## config.mk

```make
export PLATFORM = sky130hd
export DESIGN_NAME = mem_arbiter_flat
export DESIGN_NICKNAME = d
export VERILOG_FILES = /design/src/rtl/mem_arbiter_if.sv /design/src/rtl/mem_arbiter.sv /design/src/flat_wrapper.sv
export SDC_FILE = /design/constraint.sdc
export NUM_CORES = 1
export LEC_CHECK = 0
export ABC_AREA = 1
export ABC_CLOCK_PERIOD_IN_PS = 2800
export BUFFER_PORTS_ARGS = -buffer_cell sky130_fd_sc_hd__buf_2
export CAP_MARGIN = 10
export CORE_AREA = 2 2 351 353
export CTS_CLUSTER_DIAMETER = 40
export DETAILED_ROUTE_END_ITERATION = 10
export DIE_AREA = 0 0 353 355
export GPL_TIMING_DRIVEN = 0
export PLACE_DENSITY_LB_ADDON = 0.08
export SETUP_SLACK_MARGIN = 0.1
export SLEW_MARGIN = 20
export SYNTH_ARGS = -nofsm -noshare
export SYNTH_HDL_FRONTEND = slang
export SYNTH_SLANG_ARGS = --single-unit
```

## constraint.sdc

```tcl
create_clock -name clk -period 2.8 [get_ports clk]
set_clock_uncertainty 0.15 [all_clocks]
set_input_delay 0.56 -clock clk [delete_from_list [all_inputs] [get_ports clk]]
set_output_delay 0.56 -clock clk [all_outputs]
set_load 0.02 [all_outputs]
```

## src/rtl/mem_arbiter_if.sv

```systemverilog
// ============================================================================
// Module      : mem_arbiter_if
// Description : Level-held read/write request bus with a one-cycle ready.
// Revision    : 1.0
// ============================================================================
`default_nettype none

interface mem_arbiter_if #(
    parameter int ADDR_W = 28,
    parameter int DATA_W = 128
);
    logic              mem_read;
    logic              mem_write;
    logic [ADDR_W-1:0] mem_addr;
    logic [DATA_W-1:0] mem_wdata;
    logic              mem_ready;
    logic [DATA_W-1:0] mem_rdata;

    // master issues requests, slave answers them
    modport master (
        output mem_read, mem_write, mem_addr, mem_wdata,
        input  mem_ready, mem_rdata
    );

    modport slave (
        input  mem_read, mem_write, mem_addr, mem_wdata,
        output mem_ready, mem_rdata
    );
endinterface

`default_nettype wire

```

## src/rtl/mem_arbiter.sv

```systemverilog
// ============================================================================
// Module      : mem_arbiter
// Description : Grants the shared memory port to the I- or D-cache per
//               transaction; MEM_ARB_RR_EN selects round-robin tie-break.
// Revision    : 1.0
// ============================================================================
`default_nettype none

module mem_arbiter #(
    parameter int ADDR_W = 28,
    parameter int DATA_W = 128,
    parameter int CNT_W  = 16
) (
    input  wire logic             clk,
    input  wire logic             proc_reset,
    mem_arbiter_if.slave          i_icache,
    mem_arbiter_if.slave          i_dcache,
    mem_arbiter_if.master         o_mem,
    output logic                  arb_busy,
    output logic                  arb_grant_d,
    output logic [CNT_W-1:0]      i_grant_cnt,
    output logic [CNT_W-1:0]      d_grant_cnt
);

    typedef enum logic [1:0] {
        S_IDLE  = 2'd0,
        S_GNT_I = 2'd1,
        S_GNT_D = 2'd2
    } state_t;

    localparam logic [CNT_W-1:0] c_CNT_MAX = {CNT_W{1'b1}};
    localparam logic [CNT_W-1:0] c_CNT_ONE = {{(CNT_W-1){1'b0}}, 1'b1};

    state_t           r_state;
    state_t           w_state_nxt;
    logic             r_ptr_d;
    logic             w_ptr_nxt;
    logic [CNT_W-1:0] r_i_cnt;
    logic [CNT_W-1:0] r_d_cnt;
    logic             w_i_req;
    logic             w_d_req;
    logic             w_i_done;
    logic             w_d_done;
    logic             w_tie_d;

    assign w_i_req = i_icache.mem_read | i_icache.mem_write;
    assign w_d_req = i_dcache.mem_read | i_dcache.mem_write;

`ifdef MEM_ARB_RR_EN
    assign w_tie_d = ~r_ptr_d;
`else
    assign w_tie_d = 1'b1;
`endif

    always_ff @(posedge clk) begin
        if (proc_reset) begin
            r_state <= S_IDLE;
            r_ptr_d <= 1'b0;
            r_i_cnt <= {CNT_W{1'b0}};
            r_d_cnt <= {CNT_W{1'b0}};
        end else begin
            r_state <= w_state_nxt;
            r_ptr_d <= w_ptr_nxt;
            if (w_i_done && (r_i_cnt != c_CNT_MAX)) begin
                r_i_cnt <= r_i_cnt + c_CNT_ONE;
            end
            if (w_d_done && (r_d_cnt != c_CNT_MAX)) begin
                r_d_cnt <= r_d_cnt + c_CNT_ONE;
            end
        end
    end

    // completion takes precedence over a request dropped in the same cycle
    always_comb begin
        w_state_nxt = r_state;
        w_ptr_nxt   = r_ptr_d;
        w_i_done    = 1'b0;
        w_d_done    = 1'b0;
        case (r_state)
            S_IDLE: begin
                if (w_i_req && w_d_req) begin
                    w_state_nxt = w_tie_d ? S_GNT_D : S_GNT_I;
                end else if (w_i_req) begin
                    w_state_nxt = S_GNT_I;
                end else if (w_d_req) begin
                    w_state_nxt = S_GNT_D;
                end
            end
            S_GNT_I: begin
                if (o_mem.mem_ready) begin
                    w_state_nxt = S_IDLE;
                    w_ptr_nxt   = 1'b0;
                    w_i_done    = 1'b1;
                end else if (!w_i_req) begin
                    w_state_nxt = S_IDLE;
                end
            end
            S_GNT_D: begin
                if (o_mem.mem_ready) begin
                    w_state_nxt = S_IDLE;
                    w_ptr_nxt   = 1'b1;
                    w_d_done    = 1'b1;
                end else if (!w_d_req) begin
                    w_state_nxt = S_IDLE;
                end
            end
            default: w_state_nxt = S_IDLE;
        endcase
    end

    always_comb begin
        o_mem.mem_read  = 1'b0;
        o_mem.mem_write = 1'b0;
        o_mem.mem_addr  = {ADDR_W{1'b0}};
        o_mem.mem_wdata = {DATA_W{1'b0}};
        case (r_state)
            S_GNT_I: begin
                o_mem.mem_read  = i_icache.mem_read;
                o_mem.mem_write = i_icache.mem_write;
                o_mem.mem_addr  = i_icache.mem_addr;
                o_mem.mem_wdata = i_icache.mem_wdata;
            end
            S_GNT_D: begin
                o_mem.mem_read  = i_dcache.mem_read;
                o_mem.mem_write = i_dcache.mem_write;
                o_mem.mem_addr  = i_dcache.mem_addr;
                o_mem.mem_wdata = i_dcache.mem_wdata;
            end
            default: begin
            end
        endcase
    end

    assign i_icache.mem_ready = o_mem.mem_ready & (r_state == S_GNT_I);
    assign i_dcache.mem_ready = o_mem.mem_ready & (r_state == S_GNT_D);
    assign i_icache.mem_rdata = o_mem.mem_rdata;
    assign i_dcache.mem_rdata = o_mem.mem_rdata;

    assign arb_busy    = (r_state != S_IDLE);
    assign arb_grant_d = (r_state == S_GNT_D) | ((r_state == S_IDLE) & r_ptr_d);
    assign i_grant_cnt = r_i_cnt;
    assign d_grant_cnt = r_d_cnt;

endmodule

`default_nettype wire

```

## src/flat_wrapper.sv

```systemverilog
// flat-port wrapper written by rule: the top's interface ports become plain ports
module mem_arbiter_flat 
#(
    parameter int ADDR_W = 28,
    parameter int DATA_W = 128,
    parameter int CNT_W  = 16
)
  (clk, proc_reset, arb_busy, arb_grant_d, i_grant_cnt, d_grant_cnt, i_icache_mem_read, i_icache_mem_write, i_icache_mem_addr, i_icache_mem_wdata, i_icache_mem_ready, i_icache_mem_rdata, i_dcache_mem_read, i_dcache_mem_write, i_dcache_mem_addr, i_dcache_mem_wdata, i_dcache_mem_ready, i_dcache_mem_rdata, o_mem_mem_read, o_mem_mem_write, o_mem_mem_addr, o_mem_mem_wdata, o_mem_mem_ready, o_mem_mem_rdata);
  mem_arbiter_if #(.ADDR_W(ADDR_W), .DATA_W(DATA_W)) i_icache_i ();
  mem_arbiter_if #(.ADDR_W(ADDR_W), .DATA_W(DATA_W)) i_dcache_i ();
  mem_arbiter_if #(.ADDR_W(ADDR_W), .DATA_W(DATA_W)) o_mem_i ();
  input  wire logic clk;
  input  wire logic proc_reset;
  output logic arb_busy;
  output logic arb_grant_d;
  output logic [CNT_W-1:0] i_grant_cnt;
  output logic [CNT_W-1:0] d_grant_cnt;
  input wire logic [$bits(i_icache_i.mem_read)-1:0] i_icache_mem_read;
  input wire logic [$bits(i_icache_i.mem_write)-1:0] i_icache_mem_write;
  input wire logic [$bits(i_icache_i.mem_addr)-1:0] i_icache_mem_addr;
  input wire logic [$bits(i_icache_i.mem_wdata)-1:0] i_icache_mem_wdata;
  output wire logic [$bits(i_icache_i.mem_ready)-1:0] i_icache_mem_ready;
  output wire logic [$bits(i_icache_i.mem_rdata)-1:0] i_icache_mem_rdata;
  input wire logic [$bits(i_dcache_i.mem_read)-1:0] i_dcache_mem_read;
  input wire logic [$bits(i_dcache_i.mem_write)-1:0] i_dcache_mem_write;
  input wire logic [$bits(i_dcache_i.mem_addr)-1:0] i_dcache_mem_addr;
  input wire logic [$bits(i_dcache_i.mem_wdata)-1:0] i_dcache_mem_wdata;
  output wire logic [$bits(i_dcache_i.mem_ready)-1:0] i_dcache_mem_ready;
  output wire logic [$bits(i_dcache_i.mem_rdata)-1:0] i_dcache_mem_rdata;
  output wire logic [$bits(o_mem_i.mem_read)-1:0] o_mem_mem_read;
  output wire logic [$bits(o_mem_i.mem_write)-1:0] o_mem_mem_write;
  output wire logic [$bits(o_mem_i.mem_addr)-1:0] o_mem_mem_addr;
  output wire logic [$bits(o_mem_i.mem_wdata)-1:0] o_mem_mem_wdata;
  input wire logic [$bits(o_mem_i.mem_ready)-1:0] o_mem_mem_ready;
  input wire logic [$bits(o_mem_i.mem_rdata)-1:0] o_mem_mem_rdata;
  assign i_icache_i.mem_read = i_icache_mem_read;
  assign i_icache_i.mem_write = i_icache_mem_write;
  assign i_icache_i.mem_addr = i_icache_mem_addr;
  assign i_icache_i.mem_wdata = i_icache_mem_wdata;
  assign i_icache_mem_ready = i_icache_i.mem_ready;
  assign i_icache_mem_rdata = i_icache_i.mem_rdata;
  assign i_dcache_i.mem_read = i_dcache_mem_read;
  assign i_dcache_i.mem_write = i_dcache_mem_write;
  assign i_dcache_i.mem_addr = i_dcache_mem_addr;
  assign i_dcache_i.mem_wdata = i_dcache_mem_wdata;
  assign i_dcache_mem_ready = i_dcache_i.mem_ready;
  assign i_dcache_mem_rdata = i_dcache_i.mem_rdata;
  assign o_mem_mem_read = o_mem_i.mem_read;
  assign o_mem_mem_write = o_mem_i.mem_write;
  assign o_mem_mem_addr = o_mem_i.mem_addr;
  assign o_mem_mem_wdata = o_mem_i.mem_wdata;
  assign o_mem_i.mem_ready = o_mem_mem_ready;
  assign o_mem_i.mem_rdata = o_mem_mem_rdata;
  mem_arbiter #(.ADDR_W(ADDR_W), .DATA_W(DATA_W), .CNT_W(CNT_W)) u_core (.clk(clk), .proc_reset(proc_reset), .i_icache(i_icache_i), .i_dcache(i_dcache_i), .o_mem(o_mem_i), .arb_busy(arb_busy), .arb_grant_d(arb_grant_d), .i_grant_cnt(i_grant_cnt), .d_grant_cnt(d_grant_cnt));
endmodule
```

* Word-level counts from Yosys, hierarchy flattened *
Index checks and enable logic that the tools add are counted.

cells by class
  $add $sub $neg = 2
  equality and inequality tests = 9
  multiplexer cells = 18
  bitwise gates (word level) = 6
  reduce and logical (&&, ||, !) cells = 8

operators by type and width
  operator                 number
  $pmux W128 S2            1
  $pmux W28 S2             1
  $add A16 B1 Y16 const B  2
  $ne A16 B16 Y1 const B   2
  $mux W2                  7
  $ne A3 B3 Y1 const B     2
  $pmux W1 S2              3
  $pmux W2 S3              1
  $reduce_and A3 Y1        2
  $mux W1                  5
  $ne A2 B2 Y1 const B     2
  $ne A4 B1 Y1 const B     1
  $reduce_bool A2 Y1       2
  $and A1 B1 Y1            3
  $logic_and A1 B1 Y1      3
  $or A1 B1 Y1             3
  $eq A2 B1 Y1 const B     1
  $eq A2 B2 Y1 const B     1
  $logic_not A2 Y1         1

word-level totals
  register bits after elaboration = 35
  bits of input ports = 447
  output and inout bits = 450
  word-level logic and storage cells = 47

* Logic depth before layout (Yosys ltp) *
Gate-level depths: netlist (run 1).

  depth in word-level cells = 5
  depth in mapped cells = 11
  mapped depth without buffers = 10

* Least setup slack after synthesis (run 1) *
OpenSTA, ideal clock, no wires.

  path type = reg-to-output
  start = reg u_core.r_state[0]
  end = out o_mem_mem_addr[10]
  arrival time = 1519 ps
  data required time = 2090 ps
  path slack = 571 ps
  cell stages (with the launch flop) = 7
  buffers on the path = 2
  cell sequence = dfxtp_1 -> inv_1 -> ha_1 -> clkinv_1 -> clkbuf_1 -> buf_1 -> a21oi_1

on the way
  word-level cells in the longest chain between the ends = 2
  elaborated cells on any way between the ends = 3
  classes of those cells = eq/ne: 2; mux: 1

RTL lines
  what                                          RTL line            text
  start, declared                               mem_arbiter.sv:34   state_t r_state;
  start signal, assigned                        mem_arbiter.sv:62   r_state <= w_state_nxt;
  $eq A2 B2 Y1 or $eq A2 B1 Y1 (tied branches)  mem_arbiter.sv:116  case (r_state)
  $pmux W28 S2 *                                mem_arbiter.sv:116
  end, declared                                 flat_wrapper.sv:32  output wire logic [$bits(o_mem_i.mem_addr)-1:0] o_mem_mem_addr;

Mark *: on every way between the ends. The rest lies on a longest branch, timed or not.

* Worst setup path after layout (run 1) *
  start = reg u_core.r_state[1]
  end = out o_mem_mem_wdata[41]

on the way
  word-level cells in the longest chain between the ends = 2
  elaborated cells on any way between the ends = 3
  classes of those cells = eq/ne: 2; mux: 1

RTL lines
  what                                          RTL line            text
  $eq A2 B2 Y1 or $eq A2 B1 Y1 (tied branches)  mem_arbiter.sv:116
  $pmux W128 S2 *                               mem_arbiter.sv:116
  end, declared                                 flat_wrapper.sv:33  output wire logic [$bits(o_mem_i.mem_wdata)-1:0] o_mem_mem_wdata;

Marks and branches as above.

==> results of run 1 <==
## per-stage QoR
stage / utilization / cells / setup TNS (ns) / hold slack, ns
after global placement: 0.0995 / 3498 / -73.26 / 0.338
after detailed placement: 0.0995 / 3498 / -75.23 / 0.329
after global routing: 0.114 / 3520 / 0 / 0.355
final: 0.114 / 3528 / 0 / 0.333
after CTS: 0.109 / 3506 / -0.786 / 0.339
after floorplan: - / 1106 / 0 / 0.291
## final cells by class
type	instances	share of cell area
tap	1625	0.147
antenna	10	0.00181
multi-input combinational	730	0.267
clock buffer	8	0.0113
timing repair buffer	779	0.323
sequential	35	0.0507
buffer	313	0.192
inverter	28	0.00823
## Yosys cell counts, drive strengths merged, types with 4 or more instances
cell    count  area share
nor3        5      0.0040
nand2     408        0.25
nand3      27       0.023
clkinv      4      0.0026
dfxtp      35        0.11
nand4       5      0.0060
ha          5       0.010
o21ai      11      0.0095
buf       296        0.34
clkbuf     17       0.012
a21oi     176        0.14
inv        24       0.015
nor2       89       0.065
## power by group
part	total (W)	internal (W)	leakage [nW]	switching, W
clock network	0.000632	0.000380	0.0772	0.000251
registers	0.000516	0.000506	0.283	0.00000956
logic	0.00276	0.00111	6.00	0.00166
total	0.00391	0.00199	6.36	0.00192
## worst max path at each step
stage                                      to                           start  cells after the start
after floorplan            o_mem_mem_addr[10]  u_core.r_state[0]$_SDFFE_PP0P_                      6
after global routing      o_mem_mem_wdata[87]  u_core.r_state[1]$_SDFFE_PP0P_                      8
final                     o_mem_mem_wdata[41]  u_core.r_state[1]$_SDFFE_PP0P_                      7
after detailed placement  o_mem_mem_wdata[32]  u_core.r_state[0]$_SDFFE_PP0P_                      7
after global placement    o_mem_mem_wdata[32]  u_core.r_state[0]$_SDFFE_PP0P_                      7
after CTS                 o_mem_mem_wdata[32]  u_core.r_state[0]$_SDFFE_PP0P_                      7
## worst min-delay path, stage by stage, from the launching register on
cell and delay (ns):
dfxtp_2 0.33, nand2_1 0.06, a21oi_1 0.05
## metal layers
metal  share of wire  vias to the layer above  GRT usage
met4           0.026                       24     0.0238
li1                -                     4827          -
met1            0.39                     4585      0.118
met5          0.0024                        -          0
met2            0.50                      471      0.181
met3           0.087                       56     0.0301
## sequential cells by signal, indices dropped and copies added (netlist names)
signal and flops:
u_core.d_grant_cnt 16, u_core.i_grant_cnt 16, u_core.r_ptr_d 1, u_core.r_state 2
## cell families (layout without fill, tap and decap cells)
family,Yosys count,in the layout,synth area share
AND/OR/NAND/NOR,535,535,0.350
buffers and inverters,341,1128,0.372
XOR/XNOR,1,1,0.00141
other,0,10,0
AO/OA/AOI/OAI,189,189,0.154
flip-flops,35,35,0.113
adder cells (fa/ha/maj),5,5,0.0101
## cells in the final DEF (no fill, tap or decap), types with 2 or more instances in the layout
cell type	synthesis	layout
ha_2	0	2
a21oi_1	176	118
nand4_1	4	4
a21oi_2	0	25
buf_12	0	9
clkinv_1	3	2
nor3_1	5	5
inv_2	1	3
clkbuf_4	0	8
nand2_1	399	394
buf_8	0	10
nand2_2	8	13
a21oi_4	0	33
nor2_1	76	76
buf_4	259	354
ha_1	5	2
buf_16	0	3
inv_1	23	21
diode_2	0	10
buf_6	1	49
buf_2	32	648
nor2_4	4	4
o21ai_0	10	10
clkbuf_8	1	6
nand3_1	26	26
dfxtp_1	35	34
clkbuf_16	0	10
nor2_2	8	8
## what timing repair did
action,CTS,global route
pin swaps,3,19
hold endpoints to repair,0,0
cloned,0,5
setup endpoints to repair,158,152
resized for setup,310,105
buffers inserted,0,7
==> key figures, run 1 <==
Outcome
  • Status: finished, final reports clean

Timing
  • Final critical-path required period: 2.62 ns
  • RSZ-0062 raised after global routing: true
  • Setup violators final: 0
  • Final worst slack: 0.180 ns
  • Hold Vio Cnt, Final: 0
  • Max Clk Rate: 382 MHz
  • Worst Tran Pin Value: 0.532 ns
  • Max_slew headroom: 0.645
  • Fin crit share: 0.936
  • Slew Limit Fails: 0

Clock tree
  • Hold-fix buffers, CTS: 0
  • Root Buffer: clkbuf_16
  • CTS Buffer Depth: 2
  • CTS buffer count: 5
  • CTS tree: yes
  • Worst skew pair latency: 0.29 ns
  • Clk sinks: 35
  • H-Tree Level Count: 2
  • CTS clk-pin slew, worst paths: 0.06 ns

Cells and area
  • Fin area: 13800 um^2
  • Area of the multi-input gates: 3690 um^2
  • Nets@finish: 2344
  • FF+latch area: 702 um^2
  • Share of cells above drive strength 1: 0.631
  • FILL cells: 14500
  • Area Growth Syn to Fin: 123%

Die
  • DIE AREA: 125000 um^2
  • CORE AREA: 121000 um^2
  • Die Width: 353 um
  • Row count: 128
  • DIE HEIGHT: 355 um
  • Starting density of the core: 0.0511
  • I/O pins: 897

Worst setup path
  • Reg2reg path depth: 11
  • Critical path class: flop to primary output
  • CP peak stage delay: 0.32 ns
  • Worst-path cell chain: inv_2 -> ha_2 -> buf_12 -> buf_4 -> nand2_1 -> a21oi_4 -> buf_6
  • Critical Path Source Type: flop
  • Delay-heaviest family, CP: buffers and inverters
  • Crit path DAT: 1.91 ns
  • Reg2reg setup slack: 0.81 ns
  • Max FO, Critical Path: 10
  • Buf/Inv on CP: 4
  • Worst r2r dst: u_core.i_grant_cnt[10]$_SDFFE_PP0P_
  • WP data required: 2.09 ns
  • CP Capture Type: primary output
  • Reg2reg start: u_core.r_state[1]$_SDFFE_PP0P_
  • Crit path max-delay cell type: dfxtp_1

Job
  • Max_cap viols: 0

Power
  • Power consumption: 0.00391 W
  • Pwr/cell area: 283 nW/um^2
  • Maximum vdd drop: 0.000199 V
  • Pleak: 6.36 nW

Placement
  • Hpwl dp: 61.5 mm
  • IO buf count: 767
  • GPL Wtd Cong: 0.853
  • Placement Setup Slack: -1.08 ns
  • Dpl cell area: 12100 um^2

Synthesis
  • Number of flops mapped to enable cells by yosys: 0
  • Synthesized cell area: 6210 um^2
  • Avg Inst Size Synth: 5.61 um^2
  • Async SR Flop Fraction: 0
  • Cells after synthesis: 1106
  • Synth cell types: 31
  • Top FF cell, synth: dfxtp_1
  • Syn Nets: 1558
  • Synthesis-stage register bit count: 35
  • Post-synthesis sequential area ratio: 0.113
  • Synth Warn #: 0

Min path
  • Hold endpoint: u_core.r_state[0]$_SDFFE_PP0P_
  • Hold path depth: 2
  • HP Start: u_core.r_state[0]$_SDFFE_PP0P_
  • Hold Path Class: flop to flop

Detailed routing
  • Total Wirelength: 69.0 mm
  • Mean routed wirelength per cell: 19.6 um
  • # DRC: 0
  • Antenna Nets Post-Route: 0
  • Vias per cell: 2.82
  • Drt initial violations: 370
  • First-pass DRT Iterations: 4
  • Vias post-DR: 9963

GRT
  • All-layer global routing usage: 0.101
  • Vias in the first global route: 9973
  • First-pass GRT wire length: 87.6 mm
  • Largest net degree at the start of global routing: 11
  • Antenna violations before repair: 25
  • Total gr overflow: 0
(Power assumes the default switching activity.)
==> inputs of run 2 (changes only) <==
--- a/config.mk
+++ b/config.mk
@@ -5,7 +5,6 @@
 export SDC_FILE = /design/constraint.sdc
 export NUM_CORES = 1
 export LEC_CHECK = 0
-export ABC_AREA = 1
 export ABC_CLOCK_PERIOD_IN_PS = 2800
 export BUFFER_PORTS_ARGS = -buffer_cell sky130_fd_sc_hd__buf_2
 export CAP_MARGIN = 10
==> run 2 against run 1 <==
Effect of this change:
- global-route usage decreased by 0.58 points
- critical endpoint is now o_mem_mem_wdata[81]
- die area unchanged
- design area increased by 2.8%
- wire length decreased by 6.6%
- cell count decreased by 6.9%
- clock power decreased by 9.8%
- register-to-register slack got worse by 0.49 ns
- critical path type unchanged
- critical path depth increased by 1
- sequential cell count unchanged
- worst hold slack improved by 0.032 ns
- first-iteration DRC count decreased by 13%
==> key figures, run 2 <==
Cells and area
  • Share of cells above drive strength 1: 0.771 (+0.139)
  • Most common cell after layout, fill and taps aside: buf_2
  • FILL cells: 14300 (-1.4%)
  • Fin area: 14200 um^2 (+2.8%)
  • Commonest non-fill, non-tap cells in the layout: 675 x buf_2, 331 x buf_4, 129 x nor2b_1, 103 x a22oi_2, 55 x a22oi_1
  • Area Growth Syn to Fin: 130%
  • Nets@finish: 2099 (-10%)

Synthesis
  • Synthesized cell area: 6180 um^2 (-0.36%)
  • Synthesis-stage register bit count: 35 (unchanged)
  • Cells after synthesis: 849 (-23%)
  • Portion of netlist area occupied by mux cells: 0.0113 (+0.0113)
  • Top cells by count, synth: 256 x buf_4, 164 x nor2b_1, 158 x a22oi_1
  • Most common cell in the netlist: buf_4
  • Synth Area in Adders: 0.0101 (+0.0000367)
  • Top FF cell, synth: dfxtp_1
  • Synth cell types: 49 (+58%)
  • Synth area leader: buf_4
  • Syn Nets: 1301 (-16%)
  • Async SR Flop Fraction: 0 (unchanged)
  • Compound-cell area share of the yosys netlist: 0.247 (+0.0934)
  • Post-Synth Simple-Gate Area: 0.265 (-0.0843)
  • Post-synthesis sequential area ratio: 0.113 (+0.000411)
  • Largest family of logic cells by synthesized area: buffers and inverters
  • Xor and xnor area share after synthesis: 0 (-0.00141)
  • Synth Warn #: 0 (unchanged)
  • Avg Inst Size Synth: 7.28 um^2 (+30%)
  • Post-synth top area share: 0.311 (-0.00250)
  • Synth area leaders: buf_4 31%, a22oi_1 19%, nor2b_1 17%
  • Number of flops mapped to enable cells by yosys: 0 (unchanged)

Detailed routing
  • Drt initial violations: 322 (-13%)
  • Total Wirelength: 64.4 mm (-6.6%)
  • First-pass DRT Iterations: 4 (unchanged)
  • Vias post-DR: 9244 (-7.2%)
  • Mean routed wirelength per cell: 19.6 um (+0.26%)
  • Vias per cell: 2.81 (-0.35%)
  • # DRC: 0 (unchanged)
  • Antenna Nets Post-Route: 0 (unchanged)

Timing
  • Setup TNS: 0 ns (unchanged)
  • Max_slew headroom: 0.355 (-0.290)
  • Worst Tran Pin Value: 0.959 ns (+0.427 ns)
  • Final worst slack: 0.0232 ns (-0.156 ns)
  • Final critical-path required period: 2.78 ns (+0.156 ns)
  • Fin crit share: 0.992 (+0.0559)
  • Setup violators final: 0 (unchanged)
  • Slew Limit Fails: 0 (unchanged)
  • Hold_ws: 0.364 ns (+0.0317 ns)
  • Hold Vio Cnt, Final: 0 (unchanged)
  • Max Clk Rate: 360 MHz (-5.6%)
  • RSZ-0062 raised after global routing: true

Clock tree
  • CTS buffer count: 5 (unchanged)
  • H-Tree Level Count: 2 (unchanged)
  • Hold-fix buffers, CTS: 0 (unchanged)
  • CTS tree: yes
  • Root Buffer: clkbuf_16
  • Worst skew pair latency: 0.29 ns (about the same)
  • Clk sinks: 35 (unchanged)
  • CTS Buffer Depth: 2 (unchanged)
  • CTS clk-pin slew, worst paths: 0.06 ns (about the same)

Placement
  • IO buf count: 768 (+0.13%)
  • Dpl cell area: 12100 um^2 (-0.14%)
  • Placement Setup Slack: -1.29 ns (-0.202 ns)
  • GPL Wtd Cong: 0.792 (-7.2%)
  • Hpwl dp: 56.7 mm (-7.8%)

Die
  • DIE HEIGHT: 355 um (unchanged)
  • Row count: 128 (unchanged)
  • Starting density of the core: 0.0509 (-0.000186)
  • CORE AREA: 121000 um^2 (unchanged)
  • DIE AREA: 125000 um^2 (unchanged)
  • I/O pins: 897 (unchanged)
  • Die Width: 353 um (unchanged)

Worst setup path
  • Critical path class: flop to primary output
  • Buf/Inv on CP: 5 (+1)
  • CP Capture Type: primary output
  • Crit path DAT: 2.07 ns (+0.16 ns)
  • Max FO, Critical Path: 7 (-3)
  • CP peak stage delay: 0.38 ns (+0.06 ns)
  • Critical Path Source Type: flop
  • Crit path max-delay cell type: a22oi_2
  • Delay-heaviest family, CP: buffers and inverters
  • Reg2reg setup slack: 0.32 ns (-0.49 ns)
  • Worst-path cell chain: inv_4 -> ha_4 -> buf_12 -> clkbuf_16 -> clkbuf_8 -> a22oi_2 -> nor2b_1 -> buf_4
  • WP data required: 2.09 ns (about the same)

Power
  • Pwr/cell area: 296 nW/um^2 (+4.8%)
  • Maximum vdd drop: 0.000187 V (-6.1%)
  • Pleak: 6.32 nW (-0.59%)

Job
  • Max_cap viols: 0 (unchanged)

GRT
  • Total gr overflow: 0 (unchanged)
  • Vias in the first global route: 9303 (-6.7%)
  • First-pass GRT wire length: 82.7 mm (-5.5%)
  • Antenna violations before repair: 16 (-36%)
  • Largest net degree at the start of global routing: 11 (unchanged)
  • All-layer global routing usage: 0.0952 (-0.00581)

Min path
  • Hold Path Class: flop to flop

Outcome
  • Status: finished, final reports clean
[run 2: changes by cell type after synthesis, moves of 28 or more]
| cell | change |
|---|---|
| nor2b_1 | +164 |
| nor2_1 | -62 |
| clkbuf_1 | +34 |
| a22oi_1 | +158 |
| buf_2 | -28 |
| a21oi_1 | -150 |
| nand2_1 | -390 |
[run 2: final cells by class]
| cell class | instances | area, um^2 | share of cell area |
|---|---|---|---|
| multi-input combinational | 490 | 4040 | 0.284 |
| tap | 1625 | 2030 | 0.143 |
| buffer | 315 | 2670 | 0.188 |
| timing repair buffer | 791 | 4570 | 0.321 |
| clock inverter | 1 | 5.00 | 0.000352 |
| sequential | 35 | 706 | 0.0496 |
| antenna | 12 | 30.0 | 0.00211 |
| inverter | 9 | 38.8 | 0.00273 |
| clock buffer | 7 | 133 | 0.00932 |
[run 2: timing repair]
action | in CTS | in global routing
pin swaps | 15 | 27
setup buffers | 7 | 5
setup endpoints to repair | 164 | 131
gates resized for setup | 330 | 138
hold endpoints to repair | 0 | 0
gates cloned | 8 | 3
[run 2: path summary, 6_finish.rpt]
check                                   endpoint                                start  depth (start not counted)
min reg2reg  u_core.i_grant_cnt[11]$_SDFFE_PP0P_  u_core.i_grant_cnt[11]$_SDFFE_PP0P_                          2
min          u_core.i_grant_cnt[11]$_SDFFE_PP0P_  u_core.i_grant_cnt[11]$_SDFFE_PP0P_                          2
max                          o_mem_mem_wdata[81]       u_core.r_state[1]$_SDFFE_PP0P_                          8
max reg2reg  u_core.d_grant_cnt[11]$_SDFFE_PP0P_       u_core.r_state[1]$_SDFFE_PP0P_                          8
[run 2: logic make-up after synthesis]
logic type,Yosys count
and+or+nand+nor,264
AOI/OAI and AO/OA,215
buffers and inverters,324
adders and majority gates,5
DFF,35
muxes,6
[run 2: metrics by stage]
step,utilization,total power (W),instances
after floorplan,-,0.00188,849
after global placement,0.0994,0.00304,3242
after detailed placement,0.0994,0.00303,3242
after CTS,0.112,0.00416,3265
after global routing,0.117,0.00449,3279
final,0.117,0.00422,3285
[run 2: power by group]
| group | internal, W | total [W] | leakage, nW | switching (W) |
|---|---|---|---|---|
| sequential | 0.000506 | 0.000514 | 0.283 | 0.00000827 |
| clock | 0.000330 | 0.000570 | 0.0680 | 0.000240 |
| combinational | 0.00147 | 0.00313 | 5.97 | 0.00166 |
[run 2: worst register-to-register path, stage by stage, from the launching register on]
cell and delay, ns:
dfxtp_4 0.37, buf_6 0.10, ha_4 0.13, buf_4 0.12, bufbuf_16 0.27, nand2_1 0.18
nor3_4 0.34, nor4bb_2 0.34, mux2_2 0.37
[run 2: routing by layer]
metal | vias to the layer above | track usage | routed length, um | part of all wire
li1 | 4377 | - | - | -
met1 | 4330 | 0.122 | 27800 | 0.43
met2 | 490 | 0.161 | 30900 | 0.48
met3 | 37 | 0.0269 | 4850 | 0.075
met4 | 10 | 0.0151 | 837 | 0.013
met5 | - | 0 | 69 | 0.0011
==> inputs of run 3 (changes only) <==
--- a/config.mk
+++ b/config.mk
@@ -6,12 +6,12 @@
 export NUM_CORES = 1
 export LEC_CHECK = 0
 export ABC_CLOCK_PERIOD_IN_PS = 2800
-export BUFFER_PORTS_ARGS = -buffer_cell sky130_fd_sc_hd__buf_2
 export CAP_MARGIN = 10
-export CORE_AREA = 2 2 351 353
+export CORE_AREA = 2 2 349 351
 export CTS_CLUSTER_DIAMETER = 40
 export DETAILED_ROUTE_END_ITERATION = 10
-export DIE_AREA = 0 0 353 355
+export DIE_AREA = 0 0 351 353
+export DONT_BUFFER_PORTS = 1
 export GPL_TIMING_DRIVEN = 0
 export PLACE_DENSITY_LB_ADDON = 0.08
 export SETUP_SLACK_MARGIN = 0.1
==> run 3 against run 2 <==
Effect of this change:
- non-clock buffer count down 774
- fmax grew 2.0%
- first-iteration DRC count down 5.9%
- sequential cell count unchanged
- register-to-register slack lost 0.13 ns
- worst hold slack lost 0.073 ns
- power is 10% lower
- clock power increased by 25%
- combinational power decreased by 18%
==> key figures, run 3 (synthesis results as in run 2) <==
Outcome
  • Status: finished, final reports clean

Worst setup path
  • Reg2reg start: u_core.r_state[0]$_SDFFE_PP0P_
  • Worst-path cell chain: inv_6 -> ha_4 -> bufbuf_16 -> buf_12 -> a22oi_2 -> nor2b_4
  • Max FO, Critical Path: 9 (+2)
  • CP Capture Type: primary output
  • Crit path depth: 6 (-2)
  • Critical path class: flop to primary output
  • Reg2reg setup slack: 0.19 ns (-0.13 ns)
  • Crit path max-delay cell type: a22oi_2
  • Reg2reg path depth: 8 (unchanged)
  • Buf/Inv on CP: 3 (-2)
  • Critical Path Source Type: flop
  • Crit path DAT: 2.01 ns (-0.06 ns)
  • CP peak stage delay: 0.53 ns (+0.15 ns)
  • Worst r2r dst: u_core.d_grant_cnt[11]$_SDFFE_PP0P_
  • Delay-heaviest family, CP: compound AO/OA/AOI/OAI gates
  • WP data required: 2.09 ns (about the same)

Clock tree
  • H-Tree Level Count: 2 (unchanged)
  • Root Buffer: clkbuf_16
  • Hold-fix buffers, CTS: 0 (unchanged)
  • Worst skew pair latency: 0.30 ns (about the same)
  • CTS tree: yes
  • Clk sinks: 35 (unchanged)
  • CTS buffer count: 5 (unchanged)
  • CTS Buffer Depth: 2 (unchanged)
  • CTS clk-pin slew, worst paths: 0.07 ns (about the same)

Die
  • Die Width: 351 um (-0.57%)
  • Row count: 128 (unchanged)
  • CORE AREA: 121000 um^2 (-0.66%)
  • Starting density of the core: 0.0513 (+0.000338)
  • DIE HEIGHT: 353 um (-0.56%)
  • I/O pins: 897 (unchanged)
  • DIE AREA: 124000 um^2 (-1.1%)

Job
  • Max_cap viols: 0 (unchanged)

Timing
  • Hold Vio Cnt, Final: 0 (unchanged)
  • Fin crit share: 0.973 (-0.0192)
  • RSZ-0062 raised after global routing: true
  • Final worst slack: 0.0769 ns (+0.0537 ns)
  • Max Clk Rate: 367 MHz (+2.0%)
  • Worst Tran Pin Value: 0.762 ns (-0.197 ns)
  • Max_slew headroom: 0.492 (+0.137)
  • Setup violators final: 0 (unchanged)
  • Final critical-path required period: 2.72 ns (-0.0537 ns)
  • Slew Limit Fails: 0 (unchanged)
  • Hold_ws: 0.292 ns (-0.0729 ns)

Detailed routing
  • Antenna Nets Post-Route: 0 (unchanged)
  • Vias per cell: 2.61 (-7.2%)
  • # DRC: 0 (unchanged)
  • Total Wirelength: 56.9 mm (-12%)
  • Vias post-DR: 6551 (-29%)
  • Mean routed wirelength per cell: 22.7 um (+16%)
  • First-pass DRT Iterations: 4 (unchanged)
  • Drt initial violations: 303 (-5.9%)

Min path
  • Hold Path Class: input pin to flop
  • Hold endpoint: u_core.i_grant_cnt[6]$_SDFFE_PP0P_
  • HP Start: proc_reset
  • Hold path depth: 2 (unchanged)

Cells and area
  • Share of cells above drive strength 1: 0.624 (-0.147)
  • FF+latch area: 708 um^2 (+0.35%)
  • Area of the multi-input gates: 4220 um^2 (+4.5%)
  • FILL cells: 14100 (-1.4%)
  • Area Growth Syn to Fin: 64.5%
  • Nets@finish: 1325 (-37%)
  • Commonest non-fill, non-tap cells in the layout: 266 x buf_4, 118 x a22oi_1, 83 x nor2b_2, 60 x nor2b_4, 40 x a22oi_2
  • Most common cell after layout, fill and taps aside: buf_4

GRT
  • Total gr overflow: 0 (unchanged)
  • First-pass GRT wire length: 69.3 mm (-16%)
  • Vias in the first global route: 6523 (-30%)
  • Antenna violations before repair: 8 (-8)
  • Largest net degree at the start of global routing: 12 (+1)
  • All-layer global routing usage: 0.0846 (-0.0107)

Placement
  • Hpwl dp: 50.1 mm (-12%)
  • GPL Wtd Cong: 0.830 (+4.8%)
  • IO buf count: 0 (-100%)
  • Placement Setup Slack: -1.55 ns (-0.264 ns)

Power
  • Pleak: 3.09 nW (-51%)
  • Maximum vdd drop: 0.000225 V (+21%)
  • Pwr/cell area: 373 nW/um^2 (+26%)
[run 3: how the worst max path moves through the flow]
stage / startpoint / to / slack [ns]
finish: u_core.r_state[0]$_SDFFE_PP0P_ / o_mem_mem_wdata[45] / 0.08
global route: u_core.r_state[0]$_SDFFE_PP0P_ / o_mem_mem_wdata[16] / 0.03
CTS: u_core.r_state[0]$_SDFFE_PP0P_ / o_mem_mem_wdata[9] / 0.02
detailed placement: u_core.r_state[0]$_SDFFE_PP0P_ / o_mem_mem_wdata[40] / -1.55
global placement: u_core.r_state[0]$_SDFFE_PP0P_ / o_mem_mem_wdata[40] / -1.51
floorplan: u_core.r_state[0]$_SDFFE_PP0P_ / o_mem_mem_addr[18] / 0.41
[run 3: repair_timing]
item / CTS / global route
gates resized for setup: 372 / 33
buffers inserted: 7 / 5
endpoints found under the setup margin: 170 / 78
pin swaps: 10 / 6
gates cloned: 4 / 3
[run 3: worst reg2reg max path, cell delays in order (launching register included)]
cell and delay (ns):
dfxtp_4 0.37, inv_6 0.07, ha_4 0.16, buf_12 0.14, buf_12 0.13, nand2_1 0.15, nor3_2 0.40, nor4bb_1 0.52
mux2_2 0.39
[run 3: power breakdown]
| part | leakage [nW] | internal [W] | switching (W) | total, W |
|---|---|---|---|---|
| Combinational | 2.72 | 0.00106 | 0.00150 | 0.00257 |
| Clock | 0.0869 | 0.000445 | 0.000266 | 0.000711 |
| Sequential | 0.284 | 0.000505 | 0.0000140 | 0.000519 |
[run 3: per-stage QoR]
step / area [um^2] / std cells / TNS, ns / total power (W) / utilization
detailed placement: 8250 / 2474 / -142.49 / 0.00253 / 0.0684
floorplan: 6180 / 849 / 0 / 0.00188 / -
global placement: 8220 / 2474 / -148.46 / 0.00253 / 0.0681
finish: 10200 / 2508 / 0 / 0.00380 / 0.0844
CTS: 9940 / 2493 / 0 / 0.00384 / 0.0825
global route: 10200 / 2504 / 0 / 0.00400 / 0.0843
[run 3: final cells by class]
class / count / share of cell area
Clock buffer: 6 / 0.0137
Sequential cell: 35 / 0.0696
Buffer: 313 / 0.263
Inverter: 9 / 0.00406
Timing Repair Buffer: 19 / 0.0298
Antenna cell: 9 / 0.00221
Clock inverter: 2 / 0.00344
Multi-Input combinational cell: 490 / 0.415
Tap cell: 1625 / 0.200
[run 3: routing by layer]
metal / GRT usage / routed length, um / up-vias
li1: - / - / 2821
met1: 0.115 / 25100 / 3222
met3: 0.0245 / 5370 / 26
met5: 0 / 28 / -
met4: 0.0159 / 961 / 4
met2: 0.132 / 25400 / 478
